`src/rtl/regfile_pkg.sv`:
```
// rtl/regfile_pkg.sv - shared constants and types for the multi-port register file
package regfile_pkg;
  localparam int DATA_W_DEF = 32;
  localparam int ADDR_W_DEF = 5;
  localparam int ZERO_REG   = 0;

  typedef struct packed {
    logic                  we;
    logic [ADDR_W_DEF-1:0] addr;
    logic [DATA_W_DEF-1:0] data;
  } wr_req_t;
endpackage

```
`src/rtl/regfile_wr_arb.sv`:
```
// rtl/regfile_wr_arb.sv - decodes two write ports into per-register strobes
// o_sel_p1 marks registers whose data comes from port 1; it also settles same-index collisions.
module regfile_wr_arb
  import regfile_pkg::*;
#(
  parameter int ADDR_W = ADDR_W_DEF
) (
  input  logic [1:0]          i_we,
  input  logic [2*ADDR_W-1:0] i_waddr,
  output logic [2**ADDR_W-1:0] o_strobe,
  output logic [2**ADDR_W-1:0] o_sel_p1
);
  localparam int DEPTH = 2**ADDR_W;

  logic [ADDR_W-1:0] w_addr0;
  logic [ADDR_W-1:0] w_addr1;

  assign w_addr0 = i_waddr[ADDR_W-1:0];
  assign w_addr1 = i_waddr[2*ADDR_W-1:ADDR_W];

  for (genvar r = 0; r < DEPTH; r++) begin : g_dec
    if (r == ZERO_REG) begin : g_zero
      assign o_strobe[r] = 1'b0;
      assign o_sel_p1[r] = 1'b0;
    end else begin : g_reg
      logic w_hit0;
      logic w_hit1;
      assign w_hit0      = i_we[0] && (w_addr0 == ADDR_W'(r));
      assign w_hit1      = i_we[1] && (w_addr1 == ADDR_W'(r));
      assign o_strobe[r] = w_hit0 | w_hit1;
      assign o_sel_p1[r] = w_hit1;
    end
  end
endmodule

```
`src/rtl/regfile_mp.sv`:
```
// rtl/regfile_mp.sv - multi-port register file with busy scoreboard
// Optional write-to-read forwarding is enabled by defining REGFILE_BYPASS_EN.
module regfile_mp
  import regfile_pkg::*;
#(
  parameter int DATA_W = DATA_W_DEF,
  parameter int ADDR_W = ADDR_W_DEF,
  parameter int NUM_RD = 2
) (
  input  logic                     clk,
  input  logic                     rst_n,
  input  logic [1:0]               we,
  input  logic [2*ADDR_W-1:0]      waddr,
  input  logic [2*DATA_W-1:0]      wdata,
  input  logic [NUM_RD*ADDR_W-1:0] raddr,
  output logic [NUM_RD*DATA_W-1:0] rdata,
  output logic [NUM_RD-1:0]        rbusy,
  input  logic                     busy_set,
  input  logic [ADDR_W-1:0]        busy_addr,
  output logic                     busy_any
);
  localparam int DEPTH = 2**ADDR_W;

  if (NUM_RD < 1 || NUM_RD > 4) begin : g_bad_num_rd
    $error("regfile_mp: NUM_RD must be in 1..4");
  end

  logic [DEPTH-1:1][DATA_W-1:0] r_mem;
  logic [DEPTH-1:1]             r_busy;
  logic [DEPTH-1:0][DATA_W-1:0] w_mem_view;
  logic [DEPTH-1:0]             w_busy_view;
  logic [DEPTH-1:0]             w_strobe;
  logic [DEPTH-1:0]             w_sel_p1;
  logic [DATA_W-1:0]            w_wd0;
  logic [DATA_W-1:0]            w_wd1;

  assign w_wd0 = wdata[DATA_W-1:0];
  assign w_wd1 = wdata[2*DATA_W-1:DATA_W];

  regfile_wr_arb #(.ADDR_W(ADDR_W)) u_wr_arb (
    .i_we     (we),
    .i_waddr  (waddr),
    .o_strobe (w_strobe),
    .o_sel_p1 (w_sel_p1)
  );

  // A busy_set in the same cycle as a writeback wins: a new producer has issued.
  always_ff @(posedge clk or negedge rst_n) begin
    if (!rst_n) begin
      r_mem  <= '0;
      r_busy <= '0;
    end else begin
      for (int r = 1; r < DEPTH; r++) begin
        if (w_strobe[r]) begin
          r_mem[r] <= w_sel_p1[r] ? w_wd1 : w_wd0;
        end
        r_busy[r] <= (busy_set && (busy_addr == ADDR_W'(r))) || (r_busy[r] && !w_strobe[r]);
      end
    end
  end

  assign w_mem_view  = {r_mem, {DATA_W{1'b0}}};
  assign w_busy_view = {r_busy, 1'b0};
  assign busy_any    = |r_busy;

  for (genvar k = 0; k < NUM_RD; k++) begin : g_rd
    logic [ADDR_W-1:0] w_ra;
    assign w_ra = raddr[k*ADDR_W +: ADDR_W];
`ifdef REGFILE_BYPASS_EN
    assign rdata[k*DATA_W +: DATA_W] = w_strobe[w_ra] ? (w_sel_p1[w_ra] ? w_wd1 : w_wd0)
                                                      : w_mem_view[w_ra];
    assign rbusy[k] = w_busy_view[w_ra] && !w_strobe[w_ra];
`else
    assign rdata[k*DATA_W +: DATA_W] = w_mem_view[w_ra];
    assign rbusy[k] = w_busy_view[w_ra];
`endif
  end
endmodule

```
`config.mk`:
```
export PLATFORM = sky130hd
export DESIGN_NAME = regfile_mp
export DESIGN_NICKNAME = d
export VERILOG_FILES = /design/src/rtl/regfile_pkg.sv /design/src/rtl/regfile_wr_arb.sv /design/src/rtl/regfile_mp.sv
export SDC_FILE = /design/constraint.sdc
export NUM_CORES = 2
export LEC_CHECK = 0
export BUFFER_PORTS_ARGS = -buffer_cell sky130_fd_sc_hd__buf_4
export CAP_MARGIN = 40
export CORE_UTILIZATION = 33
export DETAILED_ROUTE_END_ITERATION = 10
export PLACE_DENSITY = 0.54
export SLEW_MARGIN = 15
export SYNTH_ARGS = -nofsm -noshare
export SYNTH_HDL_FRONTEND = slang
export SYNTH_SLANG_ARGS = --single-unit
```
`constraint.sdc`:
```
create_clock -name clk -period 6.2 [get_ports clk]
set_input_delay 1.24 -clock clk [delete_from_list [all_inputs] [get_ports clk]]
set_output_delay 1.24 -clock clk [all_outputs]
set_load 0.01 [all_outputs]
```
== Yosys cells after proc, flatten, opt, wreduce, memory -nomap -nowiden ==
Cells that the tools add are included.
W data, S select, Z words.
Word-level totals
  memories kept: 0
  bits in latches: 0
  bits in read-only memories: 0
  RAM bits: 0
  word-level logic and storage cells: 384
  flip-flop bits (word level): 1023
  output and inout port bits: 67
  bits of input ports: 94
Cells by class
  shift-type cells: 0
  reductions and logical operators: 187
  order comparisons: 2
  add/sub/neg operators: 0
  $mul: 0
  mux-type cells: 39
  divide/modulo/power cells: 0
  bitwise operators: 31
  equality and inequality tests: 93
Operator list (number)
  $mux W32: 33
  $bmux W32 S5: 2
  $eq A5 B5 Y1 const B: 48
  $logic_and A1 B1 Y1: 124
  $eq A5 B4 Y1 const B: 24
  $eq A5 B3 Y1 const B: 12
  $logic_not A1 Y1: 31
  $logic_or A1 B1 Y1: 31
  $or A1 B1 Y1: 31
  $reduce_or A31 Y1: 1
  $eq A5 B2 Y1 const B: 6
  $eq A5 B1 Y1 const B: 3
  $lt A5 B6 Y1 const B: 2
  $bmux W1 S5: 2
  $mux W1: 2

== Logic depth before layout (Yosys ltp) ==
  depth in word-level cells: 6
  depth in mapped cells: 8
  mapped depth without buffers: 4

== Modules after synthesis ==
Synthesis repeated with hierarchy kept, for this count alone.
Unflattened totals
  cell total of the unflattened synthesis: 6215
  area total of the unflattened synthesis: 64094.0 um^2
Modules (own cells, without submodules)
  regfile_mp: instances 1, area an instance 63244.4 um^2, seq. area each 25599.6 um^2, cells each 6076
  regfile_wr_arb: instances 1, area an instance 849.6 um^2, seq. area each 0.0 um^2, cells each 139

== Worst setup path after synthesis ==
No wires, ideal clock.
  path kind: input to output
  start point: input port raddr[0]
  end point: output port rdata[10]
  slack: 2183 ps
  stages on the path: 7
  data required time: 4960 ps
  data arrival time: 2777 ps
  buffers on the path: 3
  path through: buf_2 > buf_6 > buf_2 > mux4_2 > a22o_1 > o21ai_1 > o31ai_1
Between the ends
  word-level cells in the longest chain between the ends: 2
RTL lines
  start: declaration: RTL line regfile_mp.sv:15  | input logic [NUM_RD*ADDR_W-1:0] raddr,
  $bmux W32 S5: RTL line regfile_mp.sv:74  | assign rdata[k*DATA_W +: DATA_W] = w_mem_view[w_ra];
  $mux W32 (implied by the code): RTL line regfile_mp.sv:74
  end: declaration: RTL line regfile_mp.sv:16  | output logic [NUM_RD*DATA_W-1:0] rdata,
Every way passes these cells. The select of a mux whose other input is x is not followed.

== Worst setup path after layout ==
  start point: input port raddr[1]
  end point: output port rdata[16]
The elaborated chain is that of the path after synthesis.

==> metrics.txt <==
status=completed; placed instance area=68160 µm²; Worst-Skew Late Latency=750 ps; peak supply drop=0.2627 mV; PwrDens=323.4 nW/µm²; Synth top cells by count=1157 x mux2i_1, 1023 x dfrtp_1, 784 x nor2_1; Core Region=192600 µm²; first-pass GRT wire length=372.4 mm; clk buf depth=3; H-tree levels=3; final WL=258.5 mm; final setup vio count=0; ys flop type=dfrtp_1; vias in the first global route=49743; Min Clock Period, post-route=5299 ps; Syn Nets=6247; initial cell density of the core=0.3323; post-route insts no fill=8515; Worst Skew=0 ps; Layout fillers=18700; multi-input logic area=35690 µm²; final core occ=0.3750; Seq/Total Area, Yosys=0.4000; grt total ovfl=0; P_leak=0.03138 µW; gpl congestion=0.8655; Avg Inst Size Synth=10.40 µm²; FMAX=188.7 MHz; Die Y-Extent=442.4 µm; max-cap violation count=0; most numerous cell in the Yosys netlist=mux2i_1; DRT iter0 DRCs=5701; Post-DRT Antenna Nets=0; Via density=6.003; per-cell routed wire length=30.36 µm; Tcrit/Tclk final=0.8547; CTS tree=yes; combinational group share of total power=0.255; sum of negative setup slack=0 ps; critical path required time=4960 ps; layout cells sized above 1=0.1816; vias after detailed routing=51114; Hold Path Class=flip-flop to flip-flop; clk slew on worst S/H paths=60 ps; Post-Syn Area=64000 µm²; chip width=442.4 µm; sw power=7388 µW; Post-Place Cells=8294; I/O pins=161; fin nets=5980; Setup WS post-layout=901.1 ps; register share of total power=0.429; Distinct cells, synth=40; Reg area=25600 µm²; Root Buffer=clkbuf_16; DP HPWL=165.0 mm; post-CTS setup buffers=0; P_int=15970 µW; Rows=161; Die Area=195700 µm²; Place WS=973.0 ps; Final Hold Vio Count=0; Synth area leaders=dfrtp_1 40%, mux2i_1 18%, mux4_2 14%; WS Path Type=primary input to output pin; RSZ-0062 raised after global routing=false; GRT Util Overall=0.2585; # port buffers=160; ys async rst share=1.000; final routed DRC violation total=0; initial antenna violation count=3; drt pass-1 iters=5; clock share of power=0.316; Crit path arrival time=4060 ps; Synth warnings=0; worst-margin pin slew=948.9 ps; Synth Register Bits=1023; Switching Share=0.3164; Post-synth EDFFs=0; critical path endpoint category=output pin; Hold Buf Count CTS=0; Slew HR=0.3661; clk sinks=1023; Worst Setup Start Kind=primary input; Non-Filler Cell Area, Final=72220 µm²; largest net degree at the start of global routing=144; Inserted Clock Buffers=115; Max Transition Viols Final=0; cell taking the most area after synthesis=dfrtp_1; Layout area overhead=12.84%; Crit Path Max Fanout=38; Synth top area share=0.4000; post-CTS sizing=0; Synth Instances=6153
cell usage in the layout (no fill, tap or decap), types with 22 or more instances in the layout:
master,count
a22o_1,199
clkinv_2,26
a32o_1,22
mux2i_1,1157
and3_1,34
nor2_1,774
o22ai_1,66
clkbuf_8,34
o31ai_1,66
clkbuf_1,22
clkbuf_16,116
o21ai_1,122
mux4_2,396
mux2_2,66
buf_12,47
nand2_1,308
buf_4,278
a211oi_1,66
dfrtp_1,1023
a21oi_1,768
o21ai_0,176
and2_1,35
sequential cells by signal, indices dropped and copies added (netlist names):
signal / count
r_mem: 992
r_busy: 31
critical path, cell delays in order:
cell and delay, ps:
buf_8 260, nor2b_4 720, buf_4 590, a22o_1 240
a211oi_1 70, o31ai_1 550, buf_4 230
cell families after synthesis:
logic type,count (synthesis),synth area share
buf+inv,750,0.05011
mux,1619,0.3319
flops,1023,0.4000
compound gates,1488,0.1363
simple gates,1273,0.08164
final timing paths:
kind	endpoint	from	depth (start not counted)	slack, ps
setup / recovery	rdata[16]	raddr[1]	7	900
hold / removal	r_mem[956]	r_mem[956]	2	540
setup reg to reg	r_busy[31]	r_busy[31]	2	5300
hold reg to reg	r_mem[956]	r_mem[956]	2	540
max in group asynchronous	r_mem[204]	rst_n	2	4240
min in group asynchronous	r_mem[255]	rst_n	1	550
power groups by stage:
stage	Clock (µW)	Sequential, µW	Combinational [µW]
after floorplan	0	9490	4500
after global placement	0	9970	5790
after detailed placement	0	10000	5960
after CTS	7460	9940	5960
after global routing	7710	10200	6480
final	7370	10000	5960
metal layers:
metal	global-route usage	wire length, µm	up-vias	part of all wire
met5	0	0	-	0
met4	0.1244	13030	0	0.050
met3	0.04254	18990	621	0.073
met2	0.4191	122300	2521	0.47
met1	0.3353	104200	25949	0.40
li1	-	-	22023	-
area by class of cell:
type	instances	area share
Tap cell	2526	0.04376
Multi-Input combinational cell	4380	0.4941
Sequential cell	1023	0.3545
Clock inverter	46	0.008160
Inverter	15	0.0008143
Timing Repair Buffer	351	0.05075
Clock buffer	172	0.04782
Antenna cell	2	0.00006930
per-stage QoR:
step | hold WS [ps] | power, µW
final | 542.3 | 23350
after global placement | 524.8 | 15760
after detailed placement | 533.9 | 16000
after floorplan | 503.4 | 13990
after global routing | 583.7 | 24410
after CTS | 548.0 | 23350
No activity file was read; power rests on OpenSTA's default activity.
